File: config.mk
export PLATFORM = sky130hd
export DESIGN_NAME = sample_capture
export DESIGN_NICKNAME = d
export VERILOG_FILES = /design/src/rtl/sample_capture.sv
export SDC_FILE = /design/constraint.sdc
export NUM_CORES = 2
export LEC_CHECK = 0
export ABC_CLOCK_PERIOD_IN_PS = 6300
export CAP_MARGIN = 10
export CORE_UTILIZATION = 35
export CTS_CLUSTER_SIZE = 12
export DETAILED_ROUTE_END_ITERATION = 8
export DONT_BUFFER_PORTS = 1
export GPL_ROUTABILITY_DRIVEN = 0
export MAX_ROUTING_LAYER = met4
export SYNTH_ARGS = -nofsm -noshare
export SYNTH_HDL_FRONTEND = slang
export SYNTH_SLANG_ARGS = --single-unit
File: constraint.sdc
create_clock -name clk_20M -period 6.3 [get_ports clk_20M]
set_input_delay 1.26 -clock clk_20M [delete_from_list [all_inputs] [get_ports clk_20M]]
set_output_delay 1.26 -clock clk_20M [all_outputs]
set_load 0.02 [all_outputs]
File: src/rtl/sample_capture.sv
// Pre-/post-trigger acquisition buffer.
// Writes decimated ADC samples into a circular RAM. Once a trigger arrives,
// it keeps a window of P samples before the trigger and DEPTH-P samples from
// the trigger on. The finished record is then held for readout.
module sample_capture #(
  parameter int DATA_W     = 8,
  parameter int DEPTH_LOG2 = 8
) (
  input  logic                  clk_20M,
  input  logic                  rst_n,
  input  logic [DATA_W-1:0]     data,
  input  logic                  trigger_activation,
  input  logic                  force_trig,
  input  logic                  arm,
  input  logic [DEPTH_LOG2-1:0] pre_trig,
  input  logic [15:0]           sample_div,
  input  logic                  rd_en,
  input  logic [DEPTH_LOG2-1:0] rd_addr,
  output logic [DATA_W-1:0]     rd_data,
  output logic [DEPTH_LOG2-1:0] trig_addr,
  output logic                  busy,
  output logic                  done
);

  localparam int AW    = DEPTH_LOG2;
  localparam int DEPTH = 1 << AW;

  typedef enum logic [2:0] {
    S_IDLE,
    S_PRE,
    S_WAIT_TRIG,
    S_POST,
    S_DONE
  } state_t;

  state_t state_reg, state_next;

  logic [DATA_W-1:0] mem [DEPTH];

  logic [AW-1:0] wr_ptr_reg;
  logic [15:0]   div_cnt_reg;
  logic [15:0]   div_reg;
  logic [AW-1:0] pre_p_reg;
  logic [AW-1:0] pre_cnt_reg;
  logic [AW:0]   post_cnt_reg;
  logic [AW-1:0] trig_addr_reg;
  logic [DATA_W-1:0] rd_data_reg;

  logic          strobe;
  logic          capturing;
  logic          wr_en;
  logic          trig_pulse;
  logic [AW-1:0] pre_cnt_inc;
  logic [AW:0]   post_cnt_inc;
  logic [AW:0]   post_len;
  logic [AW-1:0] start_addr;
  logic [AW-1:0] rd_ptr;

  assign strobe       = (div_cnt_reg == div_reg);
  assign capturing    = (state_reg == S_PRE) || (state_reg == S_WAIT_TRIG) || (state_reg == S_POST);
  // The arm cycle restarts the record, so a strobe coinciding with it is dropped.
  assign wr_en        = strobe && capturing && !arm;
  assign trig_pulse   = trigger_activation | force_trig;
  assign pre_cnt_inc  = pre_cnt_reg + AW'(1);
  assign post_cnt_inc = post_cnt_reg + (AW+1)'(1);
  assign post_len     = (AW+1)'(DEPTH) - {1'b0, pre_p_reg};
  // Oldest sample of the record sits P entries before the trigger sample.
  assign start_addr   = trig_addr_reg - pre_p_reg;
  assign rd_ptr       = start_addr + rd_addr;

  // Next-state and status decode; arm overrides everything, including a trigger.
  always_comb begin
    state_next = state_reg;
    busy       = 1'b0;
    done       = 1'b0;
    case (state_reg)
      S_IDLE: ;
      S_PRE: begin
        busy = 1'b1;
        if (wr_en && (pre_cnt_inc == pre_p_reg)) state_next = S_WAIT_TRIG;
      end
      S_WAIT_TRIG: begin
        busy = 1'b1;
        if (trig_pulse) state_next = S_POST;
      end
      S_POST: begin
        busy = 1'b1;
        if (wr_en && (post_cnt_inc == post_len)) state_next = S_DONE;
      end
      S_DONE: done = 1'b1;
      default: state_next = S_IDLE;
    endcase
    if (arm) state_next = (pre_trig != '0) ? S_PRE : S_WAIT_TRIG;
  end

  // State register, timebase divider, write pointer and window counters.
  always_ff @(posedge clk_20M or negedge rst_n) begin
    if (!rst_n) begin
      state_reg     <= S_IDLE;
      wr_ptr_reg    <= '0;
      div_cnt_reg   <= '0;
      div_reg       <= '0;
      pre_p_reg     <= '0;
      pre_cnt_reg   <= '0;
      post_cnt_reg  <= '0;
      trig_addr_reg <= '0;
    end else begin
      state_reg <= state_next;
      if (arm) begin
        pre_p_reg    <= pre_trig;
        div_reg      <= sample_div;
        div_cnt_reg  <= '0;
        pre_cnt_reg  <= '0;
        post_cnt_reg <= '0;
      end else begin
        div_cnt_reg <= strobe ? 16'd0 : div_cnt_reg + 16'd1;
        if (wr_en) begin
          wr_ptr_reg <= wr_ptr_reg + AW'(1);
          if (state_reg == S_PRE) pre_cnt_reg <= pre_cnt_inc;
          if (state_reg == S_POST) begin
            post_cnt_reg <= post_cnt_inc;
            // First post-trigger write is the trigger sample itself.
            if (post_cnt_reg == '0) trig_addr_reg <= wr_ptr_reg;
          end
        end
      end
    end
  end

  // Sample RAM write port (contents are not reset).
  always_ff @(posedge clk_20M) begin
    if (wr_en) mem[wr_ptr_reg] <= data;
  end

  // Registered read port addressed relative to the record start.
  always_ff @(posedge clk_20M or negedge rst_n) begin
    if (!rst_n) rd_data_reg <= '0;
    else if (rd_en) rd_data_reg <= mem[rd_ptr];
  end

  assign rd_data   = rd_data_reg;
  assign trig_addr = trig_addr_reg;

endmodule

Yosys cells after proc, flatten, opt, wreduce, memory -nomap -nowiden
Memory sizes are Yosys's and may differ from the RTL's. A register that Yosys moved wholly into a read port is not among the register bits.
Cells that the tools add are included.
Word-level totals
  flip-flop bits (word level): 76
  latch bits: 0
  memory bits (writable): 2048
  memory bits (read-only): 0
  bits of input ports: 46
  memories kept: 1
Operators by class
  $add $sub $neg: 7
  multiply operators: 0
  divide/modulo/power cells: 0
  $lt $le $gt $ge: 0
  equal/unequal tests: 11
  shifts and indexed selects: 0
  muxes and demuxes: 18
  bitwise logic cells: 2
  reduce and logical (&&, ||, !) cells: 21
Memories
  mem: depth 256, width 8, rd ports 1, clocked after memory_dff 1, wr ports 1, RTL line 38  | logic [DATA_W-1:0] mem [DEPTH];
Operator list (count)
  2-to-1 mux 16 bit: 2
  2-to-1 mux 9 bit: 3
  2-to-1 mux 8 bit: 3
  adder 16 x 1 -> 16 bit, second input constant: 1
  adder 8 x 1 -> 8 bit, second input constant: 2
  == test 16 bit: 1
  2-to-1 mux 3 bit: 4
  case mux 3 bit (4 select lines): 1
  adder 9 x 1 -> 9 bit, second input constant: 1
  == test 9 bit: 1
  logical NOT 9 bit: 1
  subtractor 9 x 8 -> 9 bit, first input constant: 1
  adder 8 bit: 1
  == test 8 bit: 1
  AND reduction 4 bit: 2
  nonzero test 8 bit: 1
  subtractor 8 bit: 1
  == test 3 x 2 -> 1 bit, second input constant: 2
  != test 3 bit, second input constant: 2
  AND reduction 2 bit: 3
  nonzero test 2 bit: 3
  logical AND 1 bit: 4
  2-to-1 mux 1 bit: 4
  == test 3 x 1 -> 1 bit, second input constant: 1
  11 further kinds: 13

Depth between registers and ports, before layout
  depth in word-level cells: 9
  depth in mapped cells: 18
  mapped depth without buffers: 14

Worst setup path before layout
No wires, ideal clock.
  path type: input-to-reg
  from: input rd_addr[1]
  to: register rd_data_reg[1], in the netlist rd_data[1] (read register of mem)
  data arrival time: 4614 ps
  data required time: 6153 ps
  setup slack: 1540 ps
  stages: 15
  path buffers: 5
  cells stage by stage: inv_1 > fa_1 > fa_1 > buf_2 > buf_2 > buf_2 > clkbuf_1 > clkbuf_1 > mux4_2 > nand2_1 > nand2_1 > nor3_1 > nor4_1 > o41ai_1 > o221ai_1
On the way
  cells in the longest elaborated chain, start to end: 1
RTL lines
  start, declared: RTL line 18  | input logic [DEPTH_LOG2-1:0] rd_addr,
  adder 8 bit: RTL line 69  | assign rd_ptr = start_addr + rd_addr;
  end, declared: RTL line 47  | logic [DATA_W-1:0] rd_data_reg;
No other way between the ends.
A chain may end at the register's enable or synchronous reset.

Final worst setup path
  from: register trig_addr_reg[0], in the netlist trig_addr[0]
  to: register rd_data_reg[1], in the netlist rd_data[1] (read register of mem)
On the way
  cells in the longest elaborated chain, start to end: 2
RTL lines
  start, declared: RTL line 46  | logic [AW-1:0] trig_addr_reg;
  start signal, assigned: RTL line 123  | if (post_cnt_reg == '0) trig_addr_reg <= wr_ptr_reg;
  subtractor 8 bit: RTL line 68  | assign start_addr = trig_addr_reg - pre_p_reg;
  adder 8 bit: RTL line 69
No other way between the ends.

==> metrics.cfg <==
[power]
p_sw_share_pct=26.24
max-vdd-ir-drop_v=0.0003221
clockPowerShare_pct=35.9
powerDensity_nw_per_um2=346.8
p_sw_mw=8.677
leakage_nw=29.83
intPower_mw=24.39
p_seq_share_pct=47.5
power_frac_comb_pct=16.6

[die]
die_area_um2=243500
start_util_pct=35.18
die_w_um=493.4
io_pins=64
die_height_um=493.4
core-area_um2=240300
fp-row-count=180

[place]
post-dp-hpwl_um=122200
io_buffers=0

[logic_synthesis]
post_synth.cell_area_avg_um2=19.98
synthArstFlopShare_pct=3.940
yosysSeqAreaShare_pct=75.24
ys_top_cells_by_area=edfxtp_1, mux4_2, dfrtp_1
syn_area_um2=84530
synth_cells=4230
ys_seq_elements=2132
synth_cell_types=61
synth_top_area_share_pct=72.75
synth_edf_count=2048
synth_fp_nets=4300
synthFlopType=edfxtp_1
synth_top_area_cell=edfxtp_1
yosysWarnings=0

[global_route]
grt_pass1_wl_um=305000
top_usage_layer=met2
grt_pass1_vias=41800
met1_usage_pct=23.19
overflow=0
use_met2_pct=28.29
antenna_found_initial=5
track_usage_pct=17.84
use_met3_pct=3.081
grt_max_degree=257

[clock_network]
postCtsSetupRepairBufs=0
cts_tree=built
postCtsResizedCells=0
clkSlewWorstSetupHoldPaths_ns=0.06
cts_made_buffers=214
hold_buffers=0
clock_latency_ns=0.88
cts_root_buf=clkbuf_16
cts_buffer_depth=3
cts_sinks=2132
h-tree-depth=4

[timing]
fin_tns_setup_ns=0
final.period_utilization_pct=83.97
finalHoldViolCount=0
fin_skew_ns=0.04421
rsz0062_at_grt=false
fmax_mhz=189.0
slew_headroom_pct=19.00
slew_viol_final=0
final.min_clock_period_ns=5.290
tightest_slew_ns=1.206
setup_violations=0

[routing]
ant_nets=0
drt_iter0_drc=4224
wire_per_inst_um=27.51
drt_wl_total_um=211100
drc_errors=0
drt-vias-per-instance=5.399
drt-pass1-iter-count=6
vias=41420

[final_layout]
nFillCells=21180
final_common_cell=edfxtp_1
largest_register_ffs=2048
synthToLayoutAreaGrowth_pct=12.79
layout-drive-gt1-share_pct=22.72
post-route-util_pct=39.68
mostFrequentLayoutCells=edfxtp_1, mux4_2, nand2_1
final_net_count=4398

[status]
outcome=complete, no violations

[run]
cap_viol_max_count=0

[critical_path]
end_kind=register
r2r_cells=14
slowest_delay_ns=1.37
worstPathMaxFanout=53
cp_cell_sequence=inv_1 -> ha_1 -> inv_1 -> ha_4 -> inv_1 -> fa_4 -> buf_12 -> mux4_2 -> o21a_1 -> a211oi_1 -> a31oi_1 -> a2111o_1 -> o211ai_1 -> o221ai_1
cp-start-kind=register
worstSetupPathType=reg2reg
critical_path_required_ns=7.00
crit_top_cell=inv_1
crit_arrival_ns=5.99
critPathSlowestCell=fa_4

[min_path]
hold_class=in2async

[routing by layer]
layer | vias to the layer above | wire, um
met5 | - | 0
met4 | 0 | 6927
met3 | 375 | 13570
met2 | 1447 | 103800
met1 | 22260 | 86720
li1 | 17340 | -
[kinds of logic after synthesis]
group                    count (synthesis)  synth area share [%]
AND/OR/NAND/NOR                        896                 4.636
multiplexers                           663                 16.06
AO/OA/AOI/OAI                          144                 1.274
buffers and inverters                  292                 1.522
XOR/XNOR                                79                0.8526
adder cells (fa/ha/maj)                 24                0.4174
flip-flops                            2132                 75.24
[area by class of cell]
| type | instances | area [um2] | area share (%) |
|---|---|---|---|
| Clock buffer | 303 | 5801 | 6.084 |
| Sequential cell | 2132 | 63600 | 66.71 |
| Clock inverter | 66 | 633.1 | 0.6640 |
| Antenna cell | 6 | 15.01 | 0.01575 |
| Inverter | 41 | 153.9 | 0.1614 |
| Multi-Input combinational cell | 1806 | 19780 | 20.75 |
| Tap cell | 3185 | 3985 | 4.180 |
| Timing Repair Buffer | 133 | 1374 | 1.441 |
[synth_stat cells (27+ instances only)]
library cell  count
mux4_2          551
inv_1            40
mux2_2           35
xor2_1           27
clkbuf_1        129
nor2_1          314
mux2i_1          77
dfrtp_1          84
nand2_1         329
xnor2_1          49
edfxtp_1       2048
nand3_1          72
buf_2            77
and3_1           67
[stage by stage]
step           std cells  total power [mW]  worst slack [ns]  hold slack (ns)  cell area, um2
6_report            7672             33.07             1.010          0.08024           95350
5_1_grt             7669             34.02            0.8866          0.04303           95340
4_1_cts             7666             33.29             1.006          0.03071           95330
3_5_place_dp        7297             21.50            0.4357           0.5235           88900
3_3_place_gp        7297             21.49            0.4007           0.5221           88900
2_1_floorplan       4230             19.33             1.540           0.4984           84530
[power groups by stage]
stage / combinational, mW / clock (mW) / sequential [mW]
after detailed placement: 5.48 / 0 / 16.0
final: 5.48 / 11.9 / 15.7
after global placement: 5.46 / 0 / 16.0
after global routing: 5.73 / 12.6 / 15.7
after CTS: 5.49 / 12.1 / 15.7
after floorplan: 3.40 / 0 / 15.9
[worst max-delay path, delay by kind of cell (launching register included)]
kind | cells | cell delay, ns
adders and majority gates | 3 | 1.80
AOI/OAI and AO/OA | 6 | 1.75
buffers and inverters | 4 | 0.61
DFF | 1 | 0.52
muxes | 1 | 0.41
[path summary, 6_finish.rpt]
kind,start,end,slack (ns)
max,trig_addr[0],rd_data[1],1.01
min,rst_n,div_reg[14],0.08
max reg2reg,trig_addr[0],rd_data[1],1.01
min reg2reg,div_reg[1],div_reg[1],0.53
max in group asynchronous,rst_n,rd_data[1],6.05
min in group clk_20M,arm,pre_cnt_reg[4],0.50
(Power assumes the default switching activity.)
